[config.mk]
export PLATFORM = sky130hd
export DESIGN_NAME = uart_bytes_rx
export DESIGN_NICKNAME = d
export VERILOG_FILES = /design/src/rtl/uart_bytes_rx_pkg.sv /design/src/rtl/uart_rx.sv /design/src/rtl/uart_bytes_rx.sv
export SDC_FILE = /design/constraint.sdc
export NUM_CORES = 1
export LEC_CHECK = 0
export ABC_AREA = 1
export CELL_PAD_IN_SITES_DETAIL_PLACEMENT = 1
export CELL_PAD_IN_SITES_GLOBAL_PLACEMENT = 1
export CORE_MARGIN = 10
export CORE_UTILIZATION = 50
export DETAILED_ROUTE_END_ITERATION = 7
export DONT_BUFFER_PORTS = 1
export GPL_TIMING_DRIVEN = 0
export PLACE_DENSITY_LB_ADDON = 0.08
export SETUP_SLACK_MARGIN = 0.3
export SKIP_LAST_GASP = 1
export SLEW_MARGIN = 40
export SYNTH_ARGS = -nofsm -noshare
export SYNTH_HDL_FRONTEND = slang
export SYNTH_SLANG_ARGS = --single-unit
[constraint.sdc]
create_clock -name sys_clk -period 2.9 [get_ports sys_clk]
set_input_delay 0.435 -clock sys_clk [delete_from_list [all_inputs] [get_ports sys_clk]]
set_output_delay 0.435 -clock sys_clk [all_outputs]
set_load 0.05 [all_outputs]
[src/rtl/uart_bytes_rx_pkg.sv]
// Purpose: shared types for the multi-byte UART receiver.
//   BYTE_W      - width of one UART data byte
//   rx_state_e  - single-byte receive FSM states
package uart_bytes_rx_pkg;

    localparam int unsigned BYTE_W = 8;

    typedef enum logic [1:0] {
        RX_IDLE  = 2'd0,
        RX_START = 2'd1,
        RX_DATA  = 2'd2,
        RX_STOP  = 2'd3
    } rx_state_e;

endpackage

[src/rtl/uart_rx.sv]
// Purpose: single-byte 8N1 UART receiver with input synchroniser.
// Ports:
//   sys_clk, sys_rst_n  - clock, asynchronous active-low reset
//   uart_rxd            - raw serial input (asynchronous, idle high)
//   uart_rx_data        - last received byte, LSB received first
//   uart_rx_done        - 1-cycle pulse one cycle after a good stop-bit sample
//   uart_rx_err         - 1-cycle pulse one cycle after a low stop-bit sample
//   uart_rx_idle_c      - combinational: FSM is waiting for a start edge
module uart_rx
    import uart_bytes_rx_pkg::*;
#(
    parameter int unsigned BIT_CNT = 5208
) (
    input  logic              sys_clk,
    input  logic              sys_rst_n,
    input  logic              uart_rxd,
    output logic [BYTE_W-1:0] uart_rx_data,
    output logic              uart_rx_done,
    output logic              uart_rx_err,
    output logic              uart_rx_idle_c
);

    localparam int unsigned HALF_CNT = BIT_CNT / 2;
    localparam int unsigned CNT_W    = (BIT_CNT > 1) ? $clog2(BIT_CNT) : 1;

    // [0]: first sync FF, [1]: synchronised rxd, [2]: previous synchronised rxd
    logic [2:0]        sync_q;
    rx_state_e         state_q;
    logic [CNT_W-1:0]  cnt_q;
    logic [2:0]        bit_q;
    logic [BYTE_W-1:0] shift_q;
    logic              done_q;
    logic              err_q;

    logic rxd_s;
    logic fall_edge;

    assign rxd_s     = sync_q[1];
    assign fall_edge = sync_q[2] & ~sync_q[1];

    // Synchroniser and byte FSM; mid-bit sampling is timed from the start edge
    always_ff @(posedge sys_clk or negedge sys_rst_n) begin
        if (!sys_rst_n) begin
            sync_q  <= 3'b111;
            state_q <= RX_IDLE;
            cnt_q   <= '0;
            bit_q   <= '0;
            shift_q <= '0;
            done_q  <= 1'b0;
            err_q   <= 1'b0;
        end else begin
            sync_q <= {sync_q[1:0], uart_rxd};
            done_q <= 1'b0;
            err_q  <= 1'b0;
            case (state_q)
                RX_IDLE: begin
                    if (fall_edge) begin
                        state_q <= RX_START;
                        cnt_q   <= '0;
                    end
                end
                RX_START: begin
                    if (cnt_q == CNT_W'(HALF_CNT - 1)) begin
                        cnt_q   <= '0;
                        bit_q   <= '0;
                        // Line back high at mid-start: treat as a glitch
                        state_q <= rxd_s ? RX_IDLE : RX_DATA;
                    end else begin
                        cnt_q <= cnt_q + CNT_W'(1);
                    end
                end
                RX_DATA: begin
                    if (cnt_q == CNT_W'(BIT_CNT - 1)) begin
                        cnt_q   <= '0;
                        shift_q <= {rxd_s, shift_q[BYTE_W-1:1]};
                        bit_q   <= bit_q + 3'd1;
                        if (bit_q == 3'd7) begin
                            state_q <= RX_STOP;
                        end
                    end else begin
                        cnt_q <= cnt_q + CNT_W'(1);
                    end
                end
                RX_STOP: begin
                    if (cnt_q == CNT_W'(BIT_CNT - 1)) begin
                        // Leave at mid-stop so a back-to-back start edge is seen
                        cnt_q   <= '0;
                        state_q <= RX_IDLE;
                        done_q  <= rxd_s;
                        err_q   <= ~rxd_s;
                    end else begin
                        cnt_q <= cnt_q + CNT_W'(1);
                    end
                end
                default: state_q <= RX_IDLE;
            endcase
        end
    end

    assign uart_rx_data   = shift_q;
    assign uart_rx_done   = done_q;
    assign uart_rx_err    = err_q;
    assign uart_rx_idle_c = (state_q == RX_IDLE);

endmodule

[src/rtl/uart_bytes_rx.sv]
// Purpose: multi-byte UART receiver; assembles BYTES 8N1 frames (low byte
// first) into one word, with frame-error and inter-byte timeout handling.
// Ports:
//   sys_clk, sys_rst_n - clock, asynchronous active-low reset
//   uart_rxd           - raw serial input
//   uart_bytes_data    - last complete packet, first received byte in [7:0]
//   uart_bytes_done    - 1-cycle pulse: new packet on uart_bytes_data
//   uart_frame_err     - 1-cycle pulse: bad stop bit, partial packet dropped
//   uart_timeout       - 1-cycle pulse: inter-byte gap too long, partial dropped
module uart_bytes_rx
    import uart_bytes_rx_pkg::*;
#(
    parameter int unsigned BYTES        = 4,
    parameter int unsigned BPS          = 9_600,
    parameter int unsigned CLK_FRE      = 50_000_000,
    parameter int unsigned TIMEOUT_BITS = 16
) (
    input  logic                 sys_clk,
    input  logic                 sys_rst_n,
    input  logic                 uart_rxd,
    output logic [BYTES*8-1:0]   uart_bytes_data,
    output logic                 uart_bytes_done,
    output logic                 uart_frame_err,
    output logic                 uart_timeout
);

    localparam int unsigned WORD_W      = BYTES * BYTE_W;
    localparam int unsigned BIT_CNT     = CLK_FRE / BPS;
    localparam int unsigned TIMEOUT_CNT = TIMEOUT_BITS * BIT_CNT;
    localparam int unsigned BCNT_W      = (BYTES > 1) ? $clog2(BYTES) : 1;
    localparam int unsigned GAP_W       = $clog2(TIMEOUT_CNT + 1);

    logic [BYTE_W-1:0] rx_data;
    logic              rx_done;
    logic              rx_err;
    logic              rx_idle;

    uart_rx #(
        .BIT_CNT (BIT_CNT)
    ) u_uart_rx (
        .sys_clk        (sys_clk),
        .sys_rst_n      (sys_rst_n),
        .uart_rxd       (uart_rxd),
        .uart_rx_data   (rx_data),
        .uart_rx_done   (rx_done),
        .uart_rx_err    (rx_err),
        .uart_rx_idle_c (rx_idle)
    );

    logic [WORD_W-1:0] asm_q,      asm_d;
    logic [WORD_W-1:0] data_q,     data_d;
    logic [BCNT_W-1:0] byte_cnt_q, byte_cnt_d;
    logic [GAP_W-1:0]  gap_q,      gap_d;
    logic              done_q,     done_d;
    logic              ferr_q,     ferr_d;
    logic              tmo_q,      tmo_d;

    logic [WORD_W-1:0] asm_next;

    // New byte enters the top lane; older bytes move down by one lane
    assign asm_next = WORD_W'({rx_data, asm_q} >> BYTE_W);

    // Packet assembly, byte counting and inter-byte gap timer
    always_comb begin
        asm_d      = asm_q;
        data_d     = data_q;
        byte_cnt_d = byte_cnt_q;
        gap_d      = '0;
        done_d     = 1'b0;
        ferr_d     = 1'b0;
        tmo_d      = 1'b0;
        if (rx_err) begin
            ferr_d     = 1'b1;
            byte_cnt_d = '0;
        end else if (rx_done) begin
            asm_d = asm_next;
            if (byte_cnt_q == BCNT_W'(BYTES - 1)) begin
                data_d     = asm_next;
                done_d     = 1'b1;
                byte_cnt_d = '0;
            end else begin
                byte_cnt_d = byte_cnt_q + BCNT_W'(1);
            end
        end else if ((byte_cnt_q != '0) && rx_idle) begin
            // Gap timer only runs mid-packet while the line is idle
            if (gap_q == GAP_W'(TIMEOUT_CNT - 1)) begin
                tmo_d      = 1'b1;
                byte_cnt_d = '0;
            end else begin
                gap_d = gap_q + GAP_W'(1);
            end
        end
    end

    // State and output registers
    always_ff @(posedge sys_clk or negedge sys_rst_n) begin
        if (!sys_rst_n) begin
            asm_q      <= '0;
            data_q     <= '0;
            byte_cnt_q <= '0;
            gap_q      <= '0;
            done_q     <= 1'b0;
            ferr_q     <= 1'b0;
            tmo_q      <= 1'b0;
        end else begin
            asm_q      <= asm_d;
            data_q     <= data_d;
            byte_cnt_q <= byte_cnt_d;
            gap_q      <= gap_d;
            done_q     <= done_d;
            ferr_q     <= ferr_d;
            tmo_q      <= tmo_d;
        end
    end

    assign uart_bytes_data = data_q;
    assign uart_bytes_done = done_q;
    assign uart_frame_err  = ferr_q;
    assign uart_timeout    = tmo_q;

endmodule

; ---- Yosys cells after proc, flatten, opt, wreduce, memory -nomap -nowiden
; Cells that the tools add are included.
[word_totals]
rom_bits = 0
in_bits = 3
memories = 0
regBits = 117
output_inout_bits = 35
latchBits = 0
ram_bits = 0
word_cells = 82
[op_classes]
mux = 35
n_eq_ne = 13
multipliers = 0
magnitude_cmp = 0
n_addsub = 4
div_mod_pow = 0
n_reduce_logical = 13
n_bitwise = 3
shifts = 0
[op_table]
columns = cell, count
row1 = 17-bit 2-to-1 mux, 4
row2 = 13-bit 2-to-1 mux, 3
row3 = 13-bit case mux with 3 select lines, 1
row4 = 2-bit 2-to-1 mux, 11
row5 = "17-bit by 1-bit adder with 17-bit output, second input constant", 1
row6 = "17-bit equality test, second input constant", 1
row7 = "13-bit by 1-bit adder with 13-bit output, second input constant", 1
row8 = "13-bit by 12-bit equality test with 1-bit output, second input constant", 1
row9 = "13-bit equality test, second input constant", 1
row10 = 1-bit 2-to-1 mux, 12
row11 = "2-bit by 1-bit inequality test with 1-bit output, second input constant", 5
row12 = 2-bit case mux with 4 select lines, 1
row13 = "2-bit equality test, second input constant", 3
row14 = 3-bit 2-to-1 mux, 2
row15 = 3-bit case mux with 2 select lines, 1
row16 = 2-bit AND reduction, 3
row17 = 3-bit AND reduction, 2
row18 = 3-bit nonzero test, 2
row19 = 5-bit AND reduction, 1
row20 = 2-bit nonzero test, 2
row21 = "3-bit by 1-bit adder with 3-bit output, second input constant", 1
row22 = "3-bit equality test, second input constant", 1
row23 = "2-bit by 1-bit adder with 2-bit output, second input constant", 1
row24 = "2-bit by 1-bit equality test with 1-bit output, second input constant", 1
row25 = other kinds (5), 6

; ---- Longest topological paths before layout
[depth]
depth_word = 5
depth_mapped = 10
depth_no_buf = 10

; ---- Cells and area by module
; Synthesis repeated with hierarchy kept, for this count alone.
[hier_totals]
hier_cells = 550
area_unflattened_um2 = 4795.8
[modules_own_cells]
columns = module, seq_area_each_um2, cells_per_inst, n_inst, area_each_um2
row1 = uart_bytes_rx, 1951.9, 358, 1, 3229.3
row2 = uart_rx, 779.5, 192, 1, 1566.5

; ---- Worst setup path before layout
; No wires, ideal clock.
[synth_timing]
path_type = register to register
from = register u_uart_rx.state_q[0]
to = register gap_q[9]
n_path_buf = 1
stages_incl_launch_ff = 10
arrival_time_ps = 1407
setup_ps = 80
t_required_ps = 2820
synth_period_minus_slack_ps = 1487
setup_slack_ps = 1413
cell_sequence = dfrtp_1 inv_1 ha_1 inv_1 nor2_1 nand2_1 nor2_2 inv_2 buf_6 nor3_2
[synth_between]
elab_chain_len = 5
[synth_lines]
columns = item, line_no
row1 = "start, declared", uart_rx.sv:28  ; rx_state_e state_q;
row2 = "start signal, assigned", uart_rx.sv:67  ; state_q <= rxd_s ? RX_IDLE : RX_DATA;
row3 = 2-bit zero test, uart_rx.sv:103  ; assign uart_rx_idle_c = (state_q == RX_IDLE);
row4 = 1-bit logical AND, uart_bytes_rx.sv:84  ; end else if ((byte_cnt_q != '0) && rx_idle) begin
row5 = 17-bit 2-to-1 mux, uart_bytes_rx.sv:84
row6 = 17-bit 2-to-1 mux, uart_bytes_rx.sv:75  ; end else if (rx_done) begin
row7 = 17-bit 2-to-1 mux, uart_bytes_rx.sv:72  ; if (rx_err) begin
row8 = named net gap_d[9], uart_bytes_rx.sv:53  ; logic [GAP_W-1:0] gap_q, gap_d;
row9 = "end signal, assigned", uart_bytes_rx.sv:109  ; gap_q <= gap_d;
row10 = "end, declared", uart_bytes_rx.sv:53
; The timed path passes the listed nets, and every way through them passes these cells.
; A chain may end at the register's enable or synchronous reset.

; ---- Worst setup path after layout
[layout_timing]
from = register u_uart_rx.state_q[0]
to = register u_uart_rx.cnt_q[10]
[layout_between]
elab_chain_len = 3
word_cells_on_any_way = 7
cone_classes = eq/ne: 4 / mux: 1 / reduce/logical: 2
[layout_lines]
columns = item, line_no
row1 = 2-bit equality test, uart_rx.sv:55  ; case (state_q)
row2 = 2-bit OR reduction (no source line), --
row3 = 13-bit case mux with 3 select lines, uart_rx.sv:55
row4 = "end signal, assigned", uart_rx.sv:69  ; cnt_q <= cnt_q + CNT_W'(1);
row5 = "end signal, assigned", uart_rx.sv:81  ; cnt_q <= cnt_q + CNT_W'(1);
row6 = "end signal, assigned", uart_rx.sv:92  ; cnt_q <= cnt_q + CNT_W'(1);
row7 = "end, declared", uart_rx.sv:29  ; logic [CNT_W-1:0] cnt_q;
; Parallel ways exist; a longest one is shown, timed or not.

==> reports/results.ini <==
[run_status]
outcome=complete, but fails checks
violations=negative hold slack

[synth]
yosysSeqAreaShare_pct=56.6
async_reset_ff_share_pct=100
synth_edf_count=0
synthTopCellsByArea=dfrtp_1 55%, nand2_1 11%, o21ai_0 6.2%
synth_top_family_by_area=simple AND/OR/NAND/NOR gates
ys.flop_type=dfrtp_1
synth_top_cell_by_area=dfrtp_1
synth_cell_type_count=28
synth_nets=560
ys_ff_latch=109
synth_compound_area_share_pct=9.15
yosysWarnings=0
yosys.cell_count.top_type=nand2_1
yosys-mux-area-fraction_pct=0
netlist.area_leader.share_pct=55.0
syn_area_um2=4830
synth_xor_area_share_pct=2.18
ys_top_cells_by_count=142 x nand2_1, 106 x dfrtp_1, 73 x inv_1
synth-simple-area-share_pct=21.9
synth_cells=546
synth_area_per_cell_um2=8.84
synthAdderAreaFrac_pct=2.85

[floorplan]
rows=35
start_util_pct=51.8
die_w_um=118
io_pins=38
fp.dieH_um=118
core_area_um2=9330
die_area_um2=14000

[clocking]
h-tree-depth=3
tritoncts=built
root_buffer=clkbuf_8
clock_latency_ns=0.39
clock-sinks=109
clk_pin_slew_ns=0.12
cts_buffers=9
clockBufferDepth=2
cts_resized=0
postCtsSetupRepairBufs=0

[pwr]
switching_share_pct=31.1
p_seq_share_pct=54.5
power.share.clock_pct=32.2
vdd_drop_max_mv=0.296
combPwrFrac_pct=13.3
p_int_mw=2.02
power_leakage_nw=2.31
powerDensity_nw_per_um2=565
net-switching-power_uw=912

[timing]
rsz0062_at_grt=false
worst_slew_pin_slew_ns=0.524
slew_viol_final=0
fmax_mhz=553
fin_crit_ns=1.81
relSlewSlack_pct=65.0
clock_skew_ns=0.0131
hold_viol=109
fin_crit_sh_pct=62.4
hold_slack_ns=-0.285
finalSetupTns_ns=0
setup_ws_ns=1.09
setup_viol_count_final=0

[global_routing]
grt_usage_pct=16.2
globalRouteOverflowTotal=0
grt_pass1_wl_um=19000
grt_antenna_before_repair=0
grt_pass1_vias=3940
grt_max_degree=110

[setup_path]
critPathRequiredTime_ns=3.22
cp_data_arrival_time_ns=2.13
r2r-end=u_uart_rx.cnt_q[10]$_DFFE_PN0N_
rrSetupSlack_ns=1.09
crit_path_end_kind=flop
crit_type=reg2reg
worstRegToRegCells=9
timing.rr.start=u_uart_rx.state_q[0]$_DFFE_PN0P_
critPathLaunchType=flop
worst-path-max-fanout=10
cp-endpoint=u_uart_rx.cnt_q[10]$_DFFE_PN0N_
crit_path_cell_trace=inv_1, ha_1, nand2_2, nand3_1, nor2_1, inv_1, o21ai_0, nand2_1, nor2_1
startpoint=u_uart_rx.state_q[0]$_DFFE_PN0P_
crit_path_top_delay_cell=dfrtp_1
slowest_delay_ns=0.46

[detailed_routing]
drc=0
antenna_left=0
dr.pass1.iters=4
avgRoutedWirePerCell_um=15.8
avgViaCountPerCell=5.13
drt_iter0_drc=233
dr_total_vias=3542
wl_um=11000

[finish]
final.fill_count=1115
num_antenna_cells=0
regArea_um2=2730
area_growth_syn_to_layout_pct=7.62
final_layout_size_suffix_gt1_share_pct=11.0
multiInputGateArea_um2=1740
nets=571

[placement]
globalplace.congestion=0.877
io_buffers=0
dpl.hpwl_um=7890
place_ws_ns=1.16

[job]
maxCapViolations=0

[hold_path]
hold_path_class=in2async

-- cells by family (layout without fill, tap and decap cells) --
logic type                 Yosys count  count (layout)
adders and majority gates           11              11
buffers and inverters               90             106
and+or+nand+nor                    242             242
xor gates and xnor gates            12              12
AOI/OAI and AO/OA                   82              82
DFF                                109             109
-- worst min-delay path by stage --
stage	end	slack (ns)
floorplan	asynchronous set/reset pin	0.14
global placement	uart_bytes_data[25]$_DFFE_PN0P_	0.14
detailed placement	uart_bytes_data[26]$_DFFE_PN0P_	0.14
CTS	uart_bytes_data[26]$_DFFE_PN0P_	-0.29
global route	uart_bytes_data[26]$_DFFE_PN0P_	-0.30
finish	uart_bytes_data[26]$_DFFE_PN0P_	-0.28
-- state kept, by name, indices dropped and copies added, names as in the netlist, named ones only --
signal / count
u_uart_rx.sync_q: 3
uart_bytes_done: 1
byte_cnt_q: 2
u_uart_rx.uart_rx_done: 1
uart_timeout: 1
asm_q: 24
uart_bytes_data: 32
u_uart_rx.state_q: 1
gap_q: 17
uart_frame_err: 1
u_uart_rx.uart_rx_data: 8
u_uart_rx.cnt_q: 13
u_uart_rx.bit_q: 3
u_uart_rx.uart_rx_err: 1
-- metrics by stage --
stage               power [mW]  utilization [%]  area [um^2]  instances
floorplan                 1.91                -         4830        546
detailed placement        2.02             53.5         4990        675
global route              3.10             55.7         5190        691
global placement          2.00             53.5         4990        675
CTS                       2.97             55.7         5190        691
finish                    2.94             55.7         5190        691
-- metal layers --
layer	vias to the layer above	wire, um	GRT usage [%]
met5	-	0	0
met4	0	131	4.33
met3	11	479	4.66
met2	42	5630	28.8
met1	1762	4710	18.7
li1	1727	-	-
-- power by group through the flow --
stage	clock [mW]	combinational, mW	sequential, mW
after floorplan	0	0.295	1.62
after global placement	0	0.377	1.62
after global routing	1.03	0.465	1.61
final	0.944	0.391	1.60
after detailed placement	0	0.394	1.63
after CTS	0.967	0.399	1.60
-- critical path: cells and delay by family (launching register included) --
kind            cells  cell delay [ns]
fa+ha+maj           1             0.23
flops               1             0.46
buf+inv             2             0.18
simple gates        5             0.70
compound gates      1             0.18
-- cells in the final DEF, fill, tap and decap left out --
| cell | n |
|---|---|
| clkbuf_1 | 9 |
| clkinv_8 | 3 |
| xnor2_1 | 2 |
| nand3_1 | 18 |
| dfstp_2 | 3 |
| inv_1 | 73 |
| dfrtp_1 | 106 |
| clkinv_2 | 1 |
| inv_2 | 4 |
| nor4_1 | 2 |
| a21oi_1 | 9 |
| buf_2 | 2 |
| ha_1 | 11 |
| nor3_2 | 4 |
| nand2_2 | 4 |
| a31oi_1 | 1 |
| o21ai_2 | 8 |
| o21ai_0 | 60 |
| buf_6 | 2 |
| xor2_1 | 10 |
| or2_2 | 1 |
| nor2_4 | 2 |
| nor2_1 | 42 |
| inv_8 | 1 |
| inv_6 | 2 |
| nand3_2 | 1 |
| nand4_2 | 1 |
| nor2_2 | 14 |
| nand4_1 | 3 |
| nand2_1 | 142 |
| clkbuf_8 | 9 |
| o21ai_1 | 4 |
| nor3_1 | 8 |
-- area by class of cell --
| cell class | count | share of cell area (%) |
|---|---|---|
| flip-flops and latches | 109 | 52.6 |
| well taps | 129 | 3.11 |
| plain buffers | 13 | 1.28 |
| clock inverters | 7 | 1.59 |
| clock buffers | 9 | 2.38 |
| multi-input cells | 347 | 33.5 |
| inverters | 77 | 5.56 |
No activity file was read; power rests on OpenSTA's default activity.
